<file path="config.mk">
export PLATFORM = sky130hd
export DESIGN_NAME = spi_flash_responder_flat
export DESIGN_NICKNAME = d
export VERILOG_FILES = /design/src/rtl/spi_flash_responder_pkg.sv /design/src/rtl/spi_flash_responder_if.sv /design/src/rtl/spi_flash_responder_sync_edge.sv /design/src/rtl/spi_flash_responder.sv /design/src/flat_wrapper.sv
export SDC_FILE = /design/constraint.sdc
export NUM_CORES = 1
export LEC_CHECK = 0
export ABC_AREA = 1
export BUFFER_PORTS_ARGS = -buffer_cell sky130_fd_sc_hd__buf_2
export CAP_MARGIN = 30
export CORE_ASPECT_RATIO = 0.6
export CORE_MARGIN = 4
export CORE_UTILIZATION = 60
export CTS_CLUSTER_SIZE = 25
export DETAILED_ROUTE_END_ITERATION = 8
export GPL_ROUTABILITY_DRIVEN = 0
export GPL_TIMING_DRIVEN = 1
export PLACE_DENSITY = 0.8
export SLEW_MARGIN = 10
export SYNTH_ARGS = -nofsm -noshare
export SYNTH_HDL_FRONTEND = slang
export SYNTH_HIERARCHICAL = 1
export SYNTH_SLANG_ARGS = --single-unit
</file>
<file path="constraint.sdc">
create_clock -name clk -period 2.7 [get_ports clk]
set_clock_uncertainty 0.2 [all_clocks]
set_input_delay 0.135 -clock clk [delete_from_list [all_inputs] [get_ports clk]]
set_output_delay 0.135 -clock clk [all_outputs]
set_load 0.03 [all_outputs]
</file>
<file path="src/rtl/spi_flash_responder_pkg.sv">
// Shared opcodes and FSM state encoding for the SPI flash responder.
package spi_flash_pkg;

  localparam logic [7:0] OP_READ = 8'h03;
  localparam logic [7:0] OP_RDID = 8'h9F;
  localparam logic [7:0] OP_RDSR = 8'h05;

  typedef enum logic [2:0] {
    IDLE,
    CMD,
    ADDR,
    DATA,
    ID,
    STAT,
    IGNORE
  } flash_state_e;

endpackage

</file>
<file path="src/rtl/spi_flash_responder_if.sv">
// SPI pins plus the byte-wide backing-memory port of the flash responder.
interface spi_flash_responder_if #(
  parameter int MEM_ADDR_W = 16
);
  logic                  spi_sclk_i;
  logic                  spi_cs_n_i;
  logic                  spi_mosi_i;
  logic                  spi_miso_o;
  logic                  spi_miso_oe_o;
  logic                  mem_rd_o;
  logic [MEM_ADDR_W-1:0] mem_addr_o;
  logic [7:0]            mem_rdata_i;
  logic                  busy_o;

  modport slave (
    input  spi_sclk_i, spi_cs_n_i, spi_mosi_i, mem_rdata_i,
    output spi_miso_o, spi_miso_oe_o, mem_rd_o, mem_addr_o, busy_o
  );

  modport master (
    output spi_sclk_i, spi_cs_n_i, spi_mosi_i, mem_rdata_i,
    input  spi_miso_o, spi_miso_oe_o, mem_rd_o, mem_addr_o, busy_o
  );
endinterface

</file>
<file path="src/rtl/spi_flash_responder_sync_edge.sv">
// Multi-flop synchronizer with single-cycle rise/fall pulses taken from the
// last two synchronized samples.
module spi_sync_edge #(
  parameter int   STAGES  = 2,
  parameter logic RST_VAL = 1'b0
) (
  input  logic clk,
  input  logic reset_n,
  input  logic d_i,
  output logic q_o,
  output logic rise_o,
  output logic fall_o
);
  logic [STAGES-1:0] sync_q;
  logic              prev_q;

  always_ff @(posedge clk or negedge reset_n) begin
    if (!reset_n) begin
      sync_q <= {STAGES{RST_VAL}};
      prev_q <= RST_VAL;
    end else begin
      sync_q <= {sync_q[STAGES-2:0], d_i};
      prev_q <= sync_q[STAGES-1];
    end
  end

  assign q_o    = sync_q[STAGES-1];
  assign rise_o =  sync_q[STAGES-1] & ~prev_q;
  assign fall_o = ~sync_q[STAGES-1] &  prev_q;
endmodule

</file>
<file path="src/rtl/spi_flash_responder.sv">
// SPI mode-0 NOR-flash responder: READ / RDID / RDSR served from a byte-wide
// memory port, all SPI pins oversampled in the clk domain.
module spi_flash_responder
  import spi_flash_pkg::*;
#(
  parameter int          MEM_ADDR_W  = 16,
  parameter logic [23:0] JEDEC_ID    = 24'hEF4016,
  parameter int          SYNC_STAGES = 2
) (
  input  logic                   clk,
  input  logic                   reset_n,
  spi_flash_responder_if.slave   bus
);
  logic sclk_unused_q, sclk_rise, sclk_fall;
  logic cs_s, cs_rise, cs_fall;
  logic mosi_s, mosi_unused_rise, mosi_unused_fall;

  spi_sync_edge #(.STAGES(SYNC_STAGES), .RST_VAL(1'b0)) u_sclk (
    .clk(clk), .reset_n(reset_n), .d_i(bus.spi_sclk_i),
    .q_o(sclk_unused_q), .rise_o(sclk_rise), .fall_o(sclk_fall));

  spi_sync_edge #(.STAGES(SYNC_STAGES), .RST_VAL(1'b1)) u_cs (
    .clk(clk), .reset_n(reset_n), .d_i(bus.spi_cs_n_i),
    .q_o(cs_s), .rise_o(cs_rise), .fall_o(cs_fall));

  spi_sync_edge #(.STAGES(SYNC_STAGES), .RST_VAL(1'b0)) u_mosi (
    .clk(clk), .reset_n(reset_n), .d_i(bus.spi_mosi_i),
    .q_o(mosi_s), .rise_o(mosi_unused_rise), .fall_o(mosi_unused_fall));

  flash_state_e          state_q, state_d;
  logic [2:0]            bit_q, bit_d;
  logic [4:0]            acnt_q, acnt_d;
  logic [6:0]            cmd_q, cmd_d;
  logic [MEM_ADDR_W-2:0] ain_q, ain_d;
  logic [MEM_ADDR_W-1:0] addr_q, addr_d;
  logic                  rd_q, rd_d;
  logic                  pend_q, pend_d;
  logic [7:0]            buf_q, buf_d;
  logic [7:0]            tx_q, tx_d;
  logic [2:0]            txcnt_q, txcnt_d;
  logic                  oe_q, oe_d;
  logic [1:0]            idx_q, idx_d;
  logic [7:0]            id_byte;
  logic                  rise, fall;

  // sclk only matters while the synchronized chip select is asserted
  assign rise = sclk_rise & ~cs_s;
  assign fall = sclk_fall & ~cs_s;

  always_comb begin
    unique case (idx_q)
      2'd0:    id_byte = JEDEC_ID[23:16];
      2'd1:    id_byte = JEDEC_ID[15:8];
      default: id_byte = JEDEC_ID[7:0];
    endcase
  end

  always_ff @(posedge clk or negedge reset_n) begin
    if (!reset_n) begin
      state_q <= IDLE;
      bit_q   <= '0;
      acnt_q  <= '0;
      cmd_q   <= '0;
      ain_q   <= '0;
      addr_q  <= '0;
      rd_q    <= 1'b0;
      pend_q  <= 1'b0;
      buf_q   <= '0;
      tx_q    <= '0;
      txcnt_q <= '0;
      oe_q    <= 1'b0;
      idx_q   <= '0;
    end else begin
      state_q <= state_d;
      bit_q   <= bit_d;
      acnt_q  <= acnt_d;
      cmd_q   <= cmd_d;
      ain_q   <= ain_d;
      addr_q  <= addr_d;
      rd_q    <= rd_d;
      pend_q  <= pend_d;
      buf_q   <= buf_d;
      tx_q    <= tx_d;
      txcnt_q <= txcnt_d;
      oe_q    <= oe_d;
      idx_q   <= idx_d;
    end
  end

  always_comb begin
    state_d = state_q;
    bit_d   = bit_q;
    acnt_d  = acnt_q;
    cmd_d   = cmd_q;
    ain_d   = ain_q;
    addr_d  = addr_q;
    rd_d    = 1'b0;
    pend_d  = rd_q;
    buf_d   = pend_q ? bus.mem_rdata_i : buf_q;
    tx_d    = tx_q;
    txcnt_d = txcnt_q;
    oe_d    = oe_q;
    idx_d   = idx_q;

    if (cs_rise) begin
      state_d = IDLE;
      oe_d    = 1'b0;
      pend_d  = 1'b0;
      tx_d    = '0;
    end else begin
      unique case (state_q)
        IDLE: if (cs_fall) begin
          state_d = CMD;
          bit_d   = '0;
          acnt_d  = '0;
          txcnt_d = '0;
          idx_d   = '0;
          oe_d    = 1'b0;
        end
        CMD: if (rise) begin
          cmd_d = {cmd_q[5:0], mosi_s};
          bit_d = bit_q + 3'd1;
          if (bit_q == 3'd7) begin
            unique case ({cmd_q, mosi_s})
              OP_READ: state_d = ADDR;
              OP_RDID: state_d = ID;
              OP_RDSR: state_d = STAT;
              default: state_d = IGNORE;
            endcase
          end
        end
        ADDR: if (rise) begin
          ain_d  = {ain_q[MEM_ADDR_W-3:0], mosi_s};
          acnt_d = acnt_q + 5'd1;
          if (acnt_q == 5'd23) begin
            addr_d  = {ain_q, mosi_s};
            rd_d    = 1'b1;
            state_d = DATA;
          end
        end
        // each byte load immediately prefetches the following address
        DATA: if (fall) begin
          oe_d    = 1'b1;
          txcnt_d = txcnt_q + 3'd1;
          if (txcnt_q == 3'd0) begin
            tx_d   = buf_q;
            addr_d = addr_q + 1'b1;
            rd_d   = 1'b1;
          end else begin
            tx_d = {tx_q[6:0], 1'b0};
          end
        end
        ID: if (fall) begin
          oe_d    = 1'b1;
          txcnt_d = txcnt_q + 3'd1;
          if (txcnt_q == 3'd0) begin
            tx_d  = id_byte;
            idx_d = (idx_q == 2'd2) ? 2'd0 : idx_q + 2'd1;
          end else begin
            tx_d = {tx_q[6:0], 1'b0};
          end
        end
        STAT: if (fall) begin
          oe_d = 1'b1;
          tx_d = '0;
        end
        IGNORE: ;
        default: state_d = IDLE;
      endcase
    end
  end

  assign bus.spi_miso_o    = oe_q & tx_q[7];
  assign bus.spi_miso_oe_o = oe_q;
  assign bus.mem_rd_o      = rd_q;
  assign bus.mem_addr_o    = addr_q;
  assign bus.busy_o        = ~cs_s;
endmodule

</file>
<file path="src/flat_wrapper.sv">
// flat-port wrapper written by rule: the top's interface ports become plain ports
module spi_flash_responder_flat import spi_flash_pkg::*;
#(
  parameter int          MEM_ADDR_W  = 16,
  parameter logic [23:0] JEDEC_ID    = 24'hEF4016,
  parameter int          SYNC_STAGES = 2
)
  (clk, reset_n, bus_spi_sclk_i, bus_spi_cs_n_i, bus_spi_mosi_i, bus_mem_rdata_i, bus_spi_miso_o, bus_spi_miso_oe_o, bus_mem_rd_o, bus_mem_addr_o, bus_busy_o);
  spi_flash_responder_if #(.MEM_ADDR_W(MEM_ADDR_W)) bus_i ();
  input  logic clk;
  input  logic reset_n;
  input wire logic [$bits(bus_i.spi_sclk_i)-1:0] bus_spi_sclk_i;
  input wire logic [$bits(bus_i.spi_cs_n_i)-1:0] bus_spi_cs_n_i;
  input wire logic [$bits(bus_i.spi_mosi_i)-1:0] bus_spi_mosi_i;
  input wire logic [$bits(bus_i.mem_rdata_i)-1:0] bus_mem_rdata_i;
  output wire logic [$bits(bus_i.spi_miso_o)-1:0] bus_spi_miso_o;
  output wire logic [$bits(bus_i.spi_miso_oe_o)-1:0] bus_spi_miso_oe_o;
  output wire logic [$bits(bus_i.mem_rd_o)-1:0] bus_mem_rd_o;
  output wire logic [$bits(bus_i.mem_addr_o)-1:0] bus_mem_addr_o;
  output wire logic [$bits(bus_i.busy_o)-1:0] bus_busy_o;
  assign bus_i.spi_sclk_i = bus_spi_sclk_i;
  assign bus_i.spi_cs_n_i = bus_spi_cs_n_i;
  assign bus_i.spi_mosi_i = bus_spi_mosi_i;
  assign bus_i.mem_rdata_i = bus_mem_rdata_i;
  assign bus_spi_miso_o = bus_i.spi_miso_o;
  assign bus_spi_miso_oe_o = bus_i.spi_miso_oe_o;
  assign bus_mem_rd_o = bus_i.mem_rd_o;
  assign bus_mem_addr_o = bus_i.mem_addr_o;
  assign bus_busy_o = bus_i.busy_o;
  spi_flash_responder #(.MEM_ADDR_W(MEM_ADDR_W), .JEDEC_ID(JEDEC_ID), .SYNC_STAGES(SYNC_STAGES)) u_core (.clk(clk), .reset_n(reset_n), .bus(bus_i));
endmodule
</file>
==> results of run 1 <==
-- how the worst max path moves through the flow --
| stage | start | to | slack [ns] | cells after the start |
|---|---|---|---|---|
| 5_1_grt | u_core/state_q[2]$_DFFE_PN0P_ | u_core/bus.mem_addr_o[11]$_DFFE_PN0P_ | 0.27 | 10 |
| 3_5_place_dp | u_core/state_q[0]$_DFFE_PN0P_ | u_core/bus.mem_addr_o[9]$_DFFE_PN0P_ | 0.54 | 9 |
| 6_report | u_core/state_q[0]$_DFFE_PN0P_ | u_core/bus.mem_addr_o[9]$_DFFE_PN0P_ | 0.50 | 9 |
| 3_3_place_gp | u_core/u_cs/sync_q[1]$_DFF_PN1_ | u_core/ain_q[12]$_DFFE_PN0P_ | 0.65 | 6 |
| 2_1_floorplan | u_core/u_cs/sync_q[1]$_DFF_PN1_ | u_core/bus.mem_addr_o[11]$_DFFE_PN0P_ | 0.81 | 9 |
| 4_1_cts | u_core/state_q[2]$_DFFE_PN0P_ | u_core/bus.mem_addr_o[9]$_DFFE_PN0P_ | 0.52 | 10 |
-- layer usage --
| layer | vias up | share of wire [%] | track usage, % |
|---|---|---|---|
| li1 | 1894 | - | - |
| met1 | 1812 | 46 | 34.4 |
| met2 | 150 | 45 | 39.3 |
| met3 | 14 | 7.8 | 7.00 |
| met4 | 0 | 1.1 | 6.23 |
| met5 | - | 0 | 0 |
-- sequential cells by signal, indices dropped and copies added (netlist names), 3 cells and up --
signal / count
u_core/bus.mem_addr_o: 16
u_core/ain_q: 15
u_core/buf_q: 8
u_core/tx_q: 8
u_core/cmd_q: 7
u_core/acnt_q: 5
u_core/bit_q: 3
u_core/state_q: 3
u_core/txcnt_q: 3
-- power groups by stage --
stage	clock (W)	sequential (W)	combinational [W]
after CTS	0.00129	0.00179	0.00179
after global routing	0.00135	0.00184	0.00203
after global placement	0	0.00179	0.00172
after floorplan	0	0.00191	0.00119
after detailed placement	0	0.00181	0.00176
final	0.00126	0.00180	0.00181
-- stage by stage --
stage | instance area (sq um) | worst slack, ns | hold slack, ns
global placement | 4500 | 0.649 | 0.0452
CTS | 4960 | 0.520 | 0.0179
floorplan | 4280 | 0.812 | -0.361
global route | 4960 | 0.270 | 0.0564
detailed placement | 4530 | 0.541 | -0.166
finish | 4960 | 0.496 | 0.0269
-- layout make-up --
type,count,area (sq um)
tap,87,109
clock buffer,12,267
multi-input combinational,403,1920
clock inverter,4,48.8
fill,501,1830
timing repair buffer,47,325
inverter,70,263
sequential,81,2030
-- timing repair --
item / in CTS / in global routing
setup endpoints to repair: 0 / 0
setup buffers: 0 / 0
endpoints found under the hold margin: 89 / 0
hold buffers: 12 / 0
-- cells in the final DEF, fill, tap and decap left out --
master / instances
nand3b_1: 3
bufinv_16: 1
dlygate4sd3_1: 12
buf_16: 1
o211ai_1: 1
clkinv_2: 2
nand2_2: 2
nor3_1: 4
clkbuf_16: 9
mux2_2: 9
o21ai_1: 15
nand4_1: 6
nand2_4: 2
dfrtp_1: 78
nand3_2: 2
nor2_2: 3
nand2_1: 165
buf_2: 31
a21oi_2: 1
dfstp_2: 3
a21oi_1: 13
ha_1: 6
mux2i_1: 1
inv_6: 1
o21ai_0: 34
inv_2: 8
nand3_1: 55
clkbuf_8: 3
or2_2: 2
xor2_1: 3
inv_1: 61
nor2_1: 72
clkinv_1: 1
nor3_2: 1
buf_4: 3
a21oi_4: 1
nor2_4: 2
-- worst max-delay path, cell delays in order, from the launching register on --
cell and delay (ns):
dfrtp_1 0.56, nand3_2 0.34, inv_2 0.28, nand2_4 0.09, nand2_4 0.08, inv_2 0.04, nand2_2 0.31, nor2_1 0.07
nand2_1 0.07, nand2_1 0.05
==> metrics.yaml, run 1 <==
logic_synthesis:
  postSynthNetCount: 585
  netlist_area_sq_um: 4280
  postSynthCellCount: 566
  syn_area_per_cell_sq_um: 7.56
  yosys_warnings: 6
layout:
  final_layout_size_suffix_gt1_share_pct: 14.1
  antenna_cells_inserted: 0
  stdcell_count: 704
  area.growth.synth_to_final_pct: 16.0
  final_core_utilization_pct: 73.1
  finish.net_count: 631
critical_path:
  cp.arrival_ns: 2.23
  timing.rr.start: "u_core/state_q[0]$_DFFE_PN0P_"
  worst_r2r_path_depth: 9
  end_kind: "flip-flop"
  start_kind: "flip-flop"
  cp_data_required_time_ns: 2.72
  critical_path_peak_fanout: 22
  path_class: "flip-flop to flip-flop"
  rr_endpoint: "u_core/bus.mem_addr_o[9]$_DFFE_PN0P_"
  minimum_setup_slack_among_reg_to_reg_paths_ns: 0.50
sta:
  setup_violations: 0
  rsz0062_at_grt: "no"
  timing.slew.headroom_pct: 65.0
  worst-slew-pin-transition_ns: 0.524
  fmaxAchievable_mhz: 454
  final.period_utilization_pct: 81.6
  final-hold-violation-count: 0
  layout_min_cycle_time_ns: 2.20
  timing.setup.tns_ns: 0
  timing_max_transition_violations_final: 0
drt:
  first_pass_iters: 5
  ant_nets: 0
  drc: 0
  initialDrtViolationCount: 354
  vias: 3870
  post_drt_via_cell_ratio: 5.50
  routedWlPerCell_microns: 14.1
  routed_wire_length_microns: 9920
pwr:
  share_seq_of_total_power_pct: 36.9
  highest_ir_drop_seen_on_vdd_mv: 0.577
  p_int_w: 0.00284
  comb_power_share_pct: 37.1
  leakage_power_total_nw: 2.46
  power.total_w: 0.00486
  power.clock.fraction_pct: 25.9
  power.switching_w: 0.00203
  power_per_cell_area_nw_per_um2: 980
  swShare_pct: 41.7
floorplan:
  y_dimension_of_the_die_microns: 73.4
  initial_core_utilization_pct: 63.0
  die_w_microns: 117
  core_area_sq_um: 6790
  floorplan.rows: 23
  ios: 33
  die_footprint_sq_um: 8590
grt:
  antenna_violations_before_repair: 0
  globalRoute.totalOverflow: 0
  grt_start_max_net_pins: 63
  grt_first_pass_wirelength_microns: 16900
  grt_util_all_layers_pct: 24.9
  grt_pass1_vias: 3625
clock_tree:
  cts_resized: 0
  clk_pin_slew_ns: 0.06
  cts_made_buffers: 9
  clock_path_buffers: 2
  cts.root.buffer_cell: "clkbuf_16"
  tritoncts_clock_tree: "yes"
  clkLatencyLatePin_ns: 0.33
  cts_sinks: 81
  ctsHtreeMaxLevel: 3
run_status:
  outcome: "complete, no violations"
run:
  timing.max_cap.violations: 0
placement:
  place.detailed.instances: 676
  detailedPlacementHpwl_microns: 6980
  placement.io_buffers: 32
hold_path:
  hold_path.class: "input pin to asynchronous set/reset pin"
No activity file was read; power rests on OpenSTA's default activity.
==> run 2, diff against run 1 <==
Settings changed: CORE_UTILIZATION 60 to 54, PLACE_DENSITY 0.8 to 0.76.
Clock period 2.7 ns to 1.85 ns, I/O delays scaled along.
==> run 2 against run 1 <==
Net effect:
- cell count grew 6.1%
- routed wire length is 1.4% higher
- worst hold slack lost 0.0028 ns
- power up 57%
- die area is 10% higher
- critical path depth increased by 1
- final area up 7.0%
- global-route usage decreased by 2.4 points
- combinational power is 72% higher
==> metrics.yaml, run 2 (synthesized netlist as in run 1, its figures left out) <==
clock_tree:
  clkLatencyLatePin_ns: 0.34  # was 0.33 ns
  clk_pin_slew_ns: 0.06  # about the same
  cts.root.buffer_cell: "clkbuf_16"  # unchanged
  cts_made_buffers: 9  # unchanged
  cts_sinks: 81  # unchanged
  tritoncts_clock_tree: "yes"  # unchanged
  clock_path_buffers: 2  # unchanged
  ctsHtreeMaxLevel: 3  # unchanged
sta:
  final.period_utilization_pct: 96.9  # was 81.6%
  final-hold-violation-count: 0  # unchanged
  worst-slew-pin-transition_ns: 0.414  # was 0.524 ns
  setup_violations: 0  # unchanged
  timing.slew.headroom_pct: 72.4  # was 65.0%
  layout_min_cycle_time_ns: 1.79  # was 2.20 ns
  rsz0062_at_grt: "yes"  # was no
  fmaxAchievable_mhz: 558  # was 454 MHz
  timing_max_transition_violations_final: 0  # unchanged
  timing.setup.tns_ns: 0  # unchanged
critical_path:
  minimum_setup_slack_among_reg_to_reg_paths_ns: 0.06  # was 0.50 ns
  critPathBufInv: 4  # was 2
  critical_path_peak_fanout: 22  # unchanged
  critical-path-max-stage-delay_ns: 0.47  # was 0.56 ns
  cp.arrival_ns: 1.86  # was 2.23 ns
  timing.critical_path.cells: "inv_2 -> nand3_2 -> inv_2 -> nand2_4 -> nand2_4 -> inv_2 -> nand2_2 -> buf_12 -> nor2_1 -> a21oi_1"  # was nand3_2 -> inv_2 -> nand2_4 -> nand2_4 -> inv_2 -> nand2_2 -> nor2_1 -> nand2_1 -> nand2_1
  path_common_cell: "inv_2"
  cp_data_required_time_ns: 1.91  # was 2.72 ns
  end_kind: "flip-flop"  # unchanged
  start_kind: "flip-flop"  # unchanged
  critical_path.top_delay_family: "buffers and inverters"  # was simple AND/OR/NAND/NOR gates
  path_class: "flip-flop to flip-flop"  # unchanged
  crit_slowest_cell: "dfrtp_2"  # was dfrtp_1
floorplan:
  die_w_microns: 123  # was 117 microns
  die_footprint_sq_um: 9460  # was 8590 sq um
  floorplan.rows: 24  # was 23
  y_dimension_of_the_die_microns: 77.0  # was 73.4 microns
  core_area_sq_um: 7480  # was 6790 sq um
  initial_core_utilization_pct: 57.2  # was 63.0%
  ios: 33  # unchanged
layout:
  number_of_flip_flops_in_the_largest_register: 16  # unchanged
  mostFrequentLayoutCell: "nand2_1"  # unchanged
  layout_common_cells: "nand2_1, dfrtp_1, nor2_1"  # unchanged
  finish.net_count: 657  # was 631
  num-fill-cells: 578  # was 501
  final_core_utilization_pct: 71.0  # was 73.1%
  area.growth.synth_to_final_pct: 24.1  # was 16.0%
  antenna_cells_inserted: 0  # unchanged
  final_layout_size_suffix_gt1_share_pct: 21.5  # was 14.1%
drt:
  drc: 0  # unchanged
  ant_nets: 0  # unchanged
  topRoutingLayerUsed: "met4"  # unchanged
  routed_wire_length_microns: 10100  # was 9920 microns
  wl_met1_microns: 4900  # was 4590 microns
  met3_wirelength_microns: 773  # was 769 microns
  routedWlPerCell_microns: 13.5  # was 14.1 microns
  dr_wl_met2_microns: 4230  # was 4460 microns
  post_drt_via_cell_ratio: 5.25  # was 5.50
  initialDrtViolationCount: 391  # was 354
  first_pass_iters: 5  # unchanged
  vias: 3920  # was 3870
grt:
  grt_start_max_net_pins: 33  # was 63
  grt_util_all_layers_pct: 22.6  # was 24.9%
  globalRoute.totalOverflow: 0  # unchanged
  antenna_violations_before_repair: 0  # unchanged
  grt_pass1_vias: 3590  # was 3625
  grt_first_pass_wirelength_microns: 16900  # unchanged
placement:
  placement.io_buffers: 32  # unchanged
  detailedPlacementHpwl_microns: 7230  # was 6980 microns
pwr:
  p_int_w: 0.00451  # was 0.00284 W
  share_seq_of_total_power_pct: 33.9  # was 36.9%
  leakage_power_total_nw: 2.61  # was 2.46 nW
  highest_ir_drop_seen_on_vdd_mv: 0.694  # was 0.577 mV
  power.clock.fraction_pct: 25.4  # was 25.9%
  power_per_cell_area_nw_per_um2: 1440  # was 980 nW/um^2
  power.switching_w: 0.00314  # was 0.00203 W
  comb_power_share_pct: 40.7  # was 37.1%
  swShare_pct: 41.1  # was 41.7%
run:
  timing.max_cap.violations: 0  # unchanged
run_status:
  outcome: "complete, no violations"  # unchanged
hold_path:
  hold_path.class: "input pin to asynchronous set/reset pin"  # unchanged
==> run 2: final cells by class <==
| type | instances | area, sq um | area share, % |
|---|---|---|---|
| Sequential cell | 81 | 2030 | 38.3 |
| Multi-Input combinational cell | 404 | 2020 | 38.0 |
| Timing Repair Buffer | 72 | 533 | 10.0 |
| Inverter | 70 | 264 | 4.97 |
| Clock buffer | 10 | 239 | 4.50 |
| Tap cell | 104 | 130 | 2.45 |
| Clock inverter | 6 | 90.1 | 1.70 |
==> run 2: worst paths after layout <==
kind / cells after the start / start / to
min in group clk: 0 / u_core/u_sclk/sync_q[0]$_DFF_PN0_ / u_core/u_sclk/sync_q[1]$_DFF_PN0_
hold / removal: 2 / reset_n / u_core/buf_q[7]$_DFFE_PN0P_
max in group asynchronous: 3 / reset_n / u_core/bus.mem_addr_o[12]$_DFFE_PN0P_
setup reg to reg: 10 / u_core/state_q[2]$_DFFE_PN0P_ / u_core/bus.mem_addr_o[0]$_DFFE_PN0P_
hold reg to reg: 0 / u_core/u_sclk/sync_q[0]$_DFF_PN0_ / u_core/u_sclk/sync_q[1]$_DFF_PN0_
setup / recovery: 10 / u_core/state_q[2]$_DFFE_PN0P_ / u_core/bus.mem_addr_o[0]$_DFFE_PN0P_
==> run 2: worst register-to-register path: cells and delay by family (launching register included) <==
kind                   cells  cell delay [ns]
flip-flops                 1             0.47
AO/OA/AOI/OAI              1             0.14
buffers and inverters      4             0.49
AND/OR/NAND/NOR            5             0.43
==> run 2: power by group through the flow <==
stage | Clock (W) | Combinational (W) | Sequential (W)
floorplan | 0 | 0.00173 | 0.00279
global placement | 0 | 0.00275 | 0.00259
detailed placement | 0 | 0.00281 | 0.00261
CTS | 0.00199 | 0.00286 | 0.00258
global route | 0.00206 | 0.00347 | 0.00265
finish | 0.00194 | 0.00312 | 0.00259
==> run 2: stage by stage <==
| stage | area (sq um) | std cells | hold WS, ns | total power (W) | worst slack, ns |
|---|---|---|---|---|---|
| 6_report | 5310 | 747 | 0.0241 | 0.00765 | 0.0571 |
| 5_1_grt | 5310 | 747 | 0.0619 | 0.00818 | -0.0437 |
| 4_1_cts | 5160 | 740 | 0.0325 | 0.00743 | 0.00893 |
| 3_5_place_dp | 4700 | 712 | -0.144 | 0.00542 | 0.0126 |
| 3_3_place_gp | 4700 | 712 | -0.149 | 0.00534 | -0.0212 |
| 2_1_floorplan | 4280 | 566 | -0.403 | 0.00453 | 0.0673 |
==> run 2: repair_timing <==
item | CTS | global route
endpoints found under the hold margin | 92 | 0
hold buffers | 12 | 0
gates resized for setup | 3 | 31
pin swaps | 1 | 4
setup endpoints to repair | 5 | 49
buffers inserted | 0 | 6
gates cloned | 0 | 1
==> run 2: per-layer routing <==
metal	global-route usage [%]	vias up
met2	32.4	134
met1	32.9	1828
met3	5.96	17
met5	0	-
li1	-	1941
met4	7.93	0
==> run 3, diff against run 2 <==
--- a/config.mk
+++ b/config.mk
@@ -9,3 +9,2 @@
 export BUFFER_PORTS_ARGS = -buffer_cell sky130_fd_sc_hd__buf_2
-export CAP_MARGIN = 30
 export CORE_ASPECT_RATIO = 0.6
@@ -23 +22,2 @@
 export SYNTH_SLANG_ARGS = --single-unit
+export TNS_END_PERCENT = 5
--- a/constraint.sdc
+++ b/constraint.sdc
@@ -4,2 +4,2 @@
 set_output_delay 0.0925 -clock clk [all_outputs]
-set_load 0.03 [all_outputs]
+set_load 0.02 [all_outputs]
==> run 3 against run 2 <==
Net effect:
- sequential power about the same
- register-to-register slack got worse by 0.06 ns
- worst setup slack got worse by 0.056 ns
- clock-buffer cell count increased by 4
- global-route usage increased by 0.21 points
- cell count decreased by 0.13%
- utilization decreased by 0.60 points
==> metrics.yaml, run 3 (synthesized netlist as in run 1, its figures left out) <==
run_status:
  outcome: "complete, no violations"  # unchanged
pwr:
  power_per_cell_area_nw_per_um2: 1370  # was 1440 nW/um^2
  highest_ir_drop_seen_on_vdd_mv: 0.700  # was 0.694 mV
  leakage_power_total_nw: 2.57  # was 2.61 nW
  power.total_w: 0.00721  # was 0.00765 W
grt:
  grt_first_pass_wirelength_microns: 17300  # was 16900 microns
  grt_start_max_net_pins: 44  # was 33
  grt_util_all_layers_pct: 22.8  # was 22.6%
  grt_pass1_vias: 3712  # was 3590
  antenna_violations_before_repair: 0  # unchanged
  globalRoute.totalOverflow: 0  # unchanged
layout:
  final_layout_size_suffix_gt1_share_pct: 20.4  # was 21.5%
  antenna_cells_inserted: 0  # unchanged
  number_of_flip_flops_in_the_largest_register: 16  # unchanged
  finish.net_count: 656  # was 657
  layout_common_cells: "nand2_1, dfrtp_1, nor2_1"  # unchanged
  num-fill-cells: 578  # unchanged
  area.growth.synth_to_final_pct: 23.0  # was 24.1%
  stdcell_count: 746  # was 747
  mostFrequentLayoutCell: "nand2_1"  # unchanged
critical_path:
  rr_endpoint: "u_core/bus.mem_addr_o[5]$_DFFE_PN0P_"  # was u_core/bus.mem_addr_o[0]$_DFFE_PN0P_
  critical_path_peak_fanout: 9  # was 22
  end_kind: "flip-flop"  # unchanged
  timing.rr.start: "u_core/u_sclk/sync_q[1]$_DFF_PN0_"  # was u_core/state_q[2]$_DFFE_PN0P_
  start_kind: "flip-flop"  # unchanged
  path_class: "flip-flop to flip-flop"  # unchanged
  worst_setup_path_startpoint: "u_core/u_sclk/sync_q[1]$_DFF_PN0_"  # was u_core/state_q[2]$_DFFE_PN0P_
  cp_data_required_time_ns: 1.90  # was 1.91 ns
  minimum_setup_slack_among_reg_to_reg_paths_ns: 0.001  # was 0.06 ns
  worst_r2r_path_depth: 9  # was 10
  cp.arrival_ns: 1.90  # was 1.86 ns
drt:
  post_drt_via_cell_ratio: 5.31  # was 5.25
  ant_nets: 0  # unchanged
  vias: 3963  # was 3920
  initialDrtViolationCount: 387  # was 391
  routedWlPerCell_microns: 14.0  # was 13.5 microns
  first_pass_iters: 5  # unchanged
  routed_wire_length_microns: 10400  # was 10100 microns
  drc: 0  # unchanged
sta:
  timing_max_transition_violations_final: 0  # unchanged
  rsz0062_at_grt: "yes"  # unchanged
  timing.slew.headroom_pct: 61.1  # was 72.4%
  setup_violations: 0  # unchanged
  fin_ws_ns: 0.00149  # was 0.0571 ns
  layout_min_cycle_time_ns: 1.85  # was 1.79 ns
  worst-slew-pin-transition_ns: 0.584  # was 0.414 ns
  final.period_utilization_pct: 99.9  # was 96.9%
  final-hold-violation-count: 0  # unchanged
  fmaxAchievable_mhz: 541  # was 558 MHz
clock_tree:
  cts_made_buffers: 9  # unchanged
  clkLatencyLatePin_ns: 0.33  # was 0.34 ns
  clk_pin_slew_ns: 0.06  # about the same
  clock_path_buffers: 2  # unchanged
  ctsHtreeMaxLevel: 3  # unchanged
  tritoncts_clock_tree: "yes"  # unchanged
  cts.root.buffer_cell: "clkbuf_16"  # unchanged
  cts_sinks: 81  # unchanged
floorplan:
  die_w_microns: 123  # unchanged
  core_area_sq_um: 7480  # unchanged
  ios: 33  # unchanged
  y_dimension_of_the_die_microns: 77.0  # unchanged
  initial_core_utilization_pct: 57.2  # unchanged
  floorplan.rows: 24  # unchanged
  die_footprint_sq_um: 9460  # unchanged
run:
  timing.max_cap.violations: 0  # unchanged
placement:
  place_worst_setup_slack_ns: -0.0786  # was 0.0126 ns
  detailedPlacementHpwl_microns: 7110  # was 7230 microns
  placement.io_buffers: 32  # unchanged
  place.detailed.instances: 715  # was 712
hold_path:
  hold_path.class: "input pin to asynchronous set/reset pin"  # unchanged
==> run 3: cell count changes in the layout (fill, tap and decap cells not counted), sizes merged <==
cell,delta
nor2,-1
clkbuf,+4
nand2,+1
inv,-1
bufinv,-2
buf,-1
clkinv,-1
==> run 3: report_power, final <==
group	leakage, nW	internal (W)	switching [W]
clock	0.133	0.000981	0.000653
sequential	1.07	0.00217	0.000421
combinational	1.37	0.00107	0.00192
total	2.57	0.00422	0.00299
==> run 3: critical path: stages (launching register included) <==
cell and delay [ns]:
dfrtp_1 0.39, nor2_1 0.11, inv_1 0.05, nor2_1 0.21
nand2_1 0.17, nand2_4 0.11, nand2_4 0.07, nor2_4 0.25
nand3_1 0.12, o21ai_1 0.10
==> run 3: worst max-delay path by stage <==
stage                                       endpoint  slack [ns]  cells past startpoint
3_3_place_gp   u_core/bus.mem_addr_o[12]$_DFFE_PN0P_       -0.01                     12
5_1_grt         u_core/bus.mem_addr_o[5]$_DFFE_PN0P_        -0.1                      9
2_1_floorplan  u_core/bus.mem_addr_o[11]$_DFFE_PN0P_        0.05                      9
6_report        u_core/bus.mem_addr_o[5]$_DFFE_PN0P_       0.001                      9
3_5_place_dp   u_core/bus.mem_addr_o[12]$_DFFE_PN0P_       -0.08                     12
4_1_cts                  u_core/bit_q[2]$_DFFE_PN0P_      -0.002                      8
==> run 3: layer usage <==
metal	global-route usage (%)	part of all wire (%)	wire length, microns
met1	33.6	47	4880
met2	33.8	44	4620
met3	5.37	7.8	816
met4	5.36	0.88	92
met5	0	0	0
==> run 3: timing repair <==
item                       in CTS  in global routing
gates cloned                    0                  1
setup buffers                   0                  2
pin swaps                       0                  7
gates resized for setup         2                 38
hold buffers                   12                  0
hold endpoints to repair       52                  0
setup endpoints to repair      26                 56
==> run 3: through the flow <==
stage / util, % / hold slack (ns) / TNS [ns] / cell area, sq um
global placement: 63.1 / -0.0761 / -0.0444 / 4720
CTS: 68.6 / 0.128 / -0.00246 / 5130
floorplan: - / -0.403 / 0 / 4280
global route: 70.4 / 0.159 / -0.917 / 5270
detailed placement: 63.1 / -0.0645 / -0.859 / 4720
finish: 70.4 / 0.115 / 0 / 5270
==> run 3: cell type report <==
| type | instances | area, sq um | share of cell area (%) |
|---|---|---|---|
| Clock buffer | 14 | 264 | 5.01 |
| Clock inverter | 2 | 12.5 | 0.238 |
| Inverter | 70 | 270 | 5.13 |
| Multi-Input combinational cell | 404 | 2040 | 38.7 |
| Sequential cell | 81 | 2030 | 38.6 |
| Tap cell | 104 | 130 | 2.47 |
| Timing Repair Buffer | 71 | 518 | 9.84 |
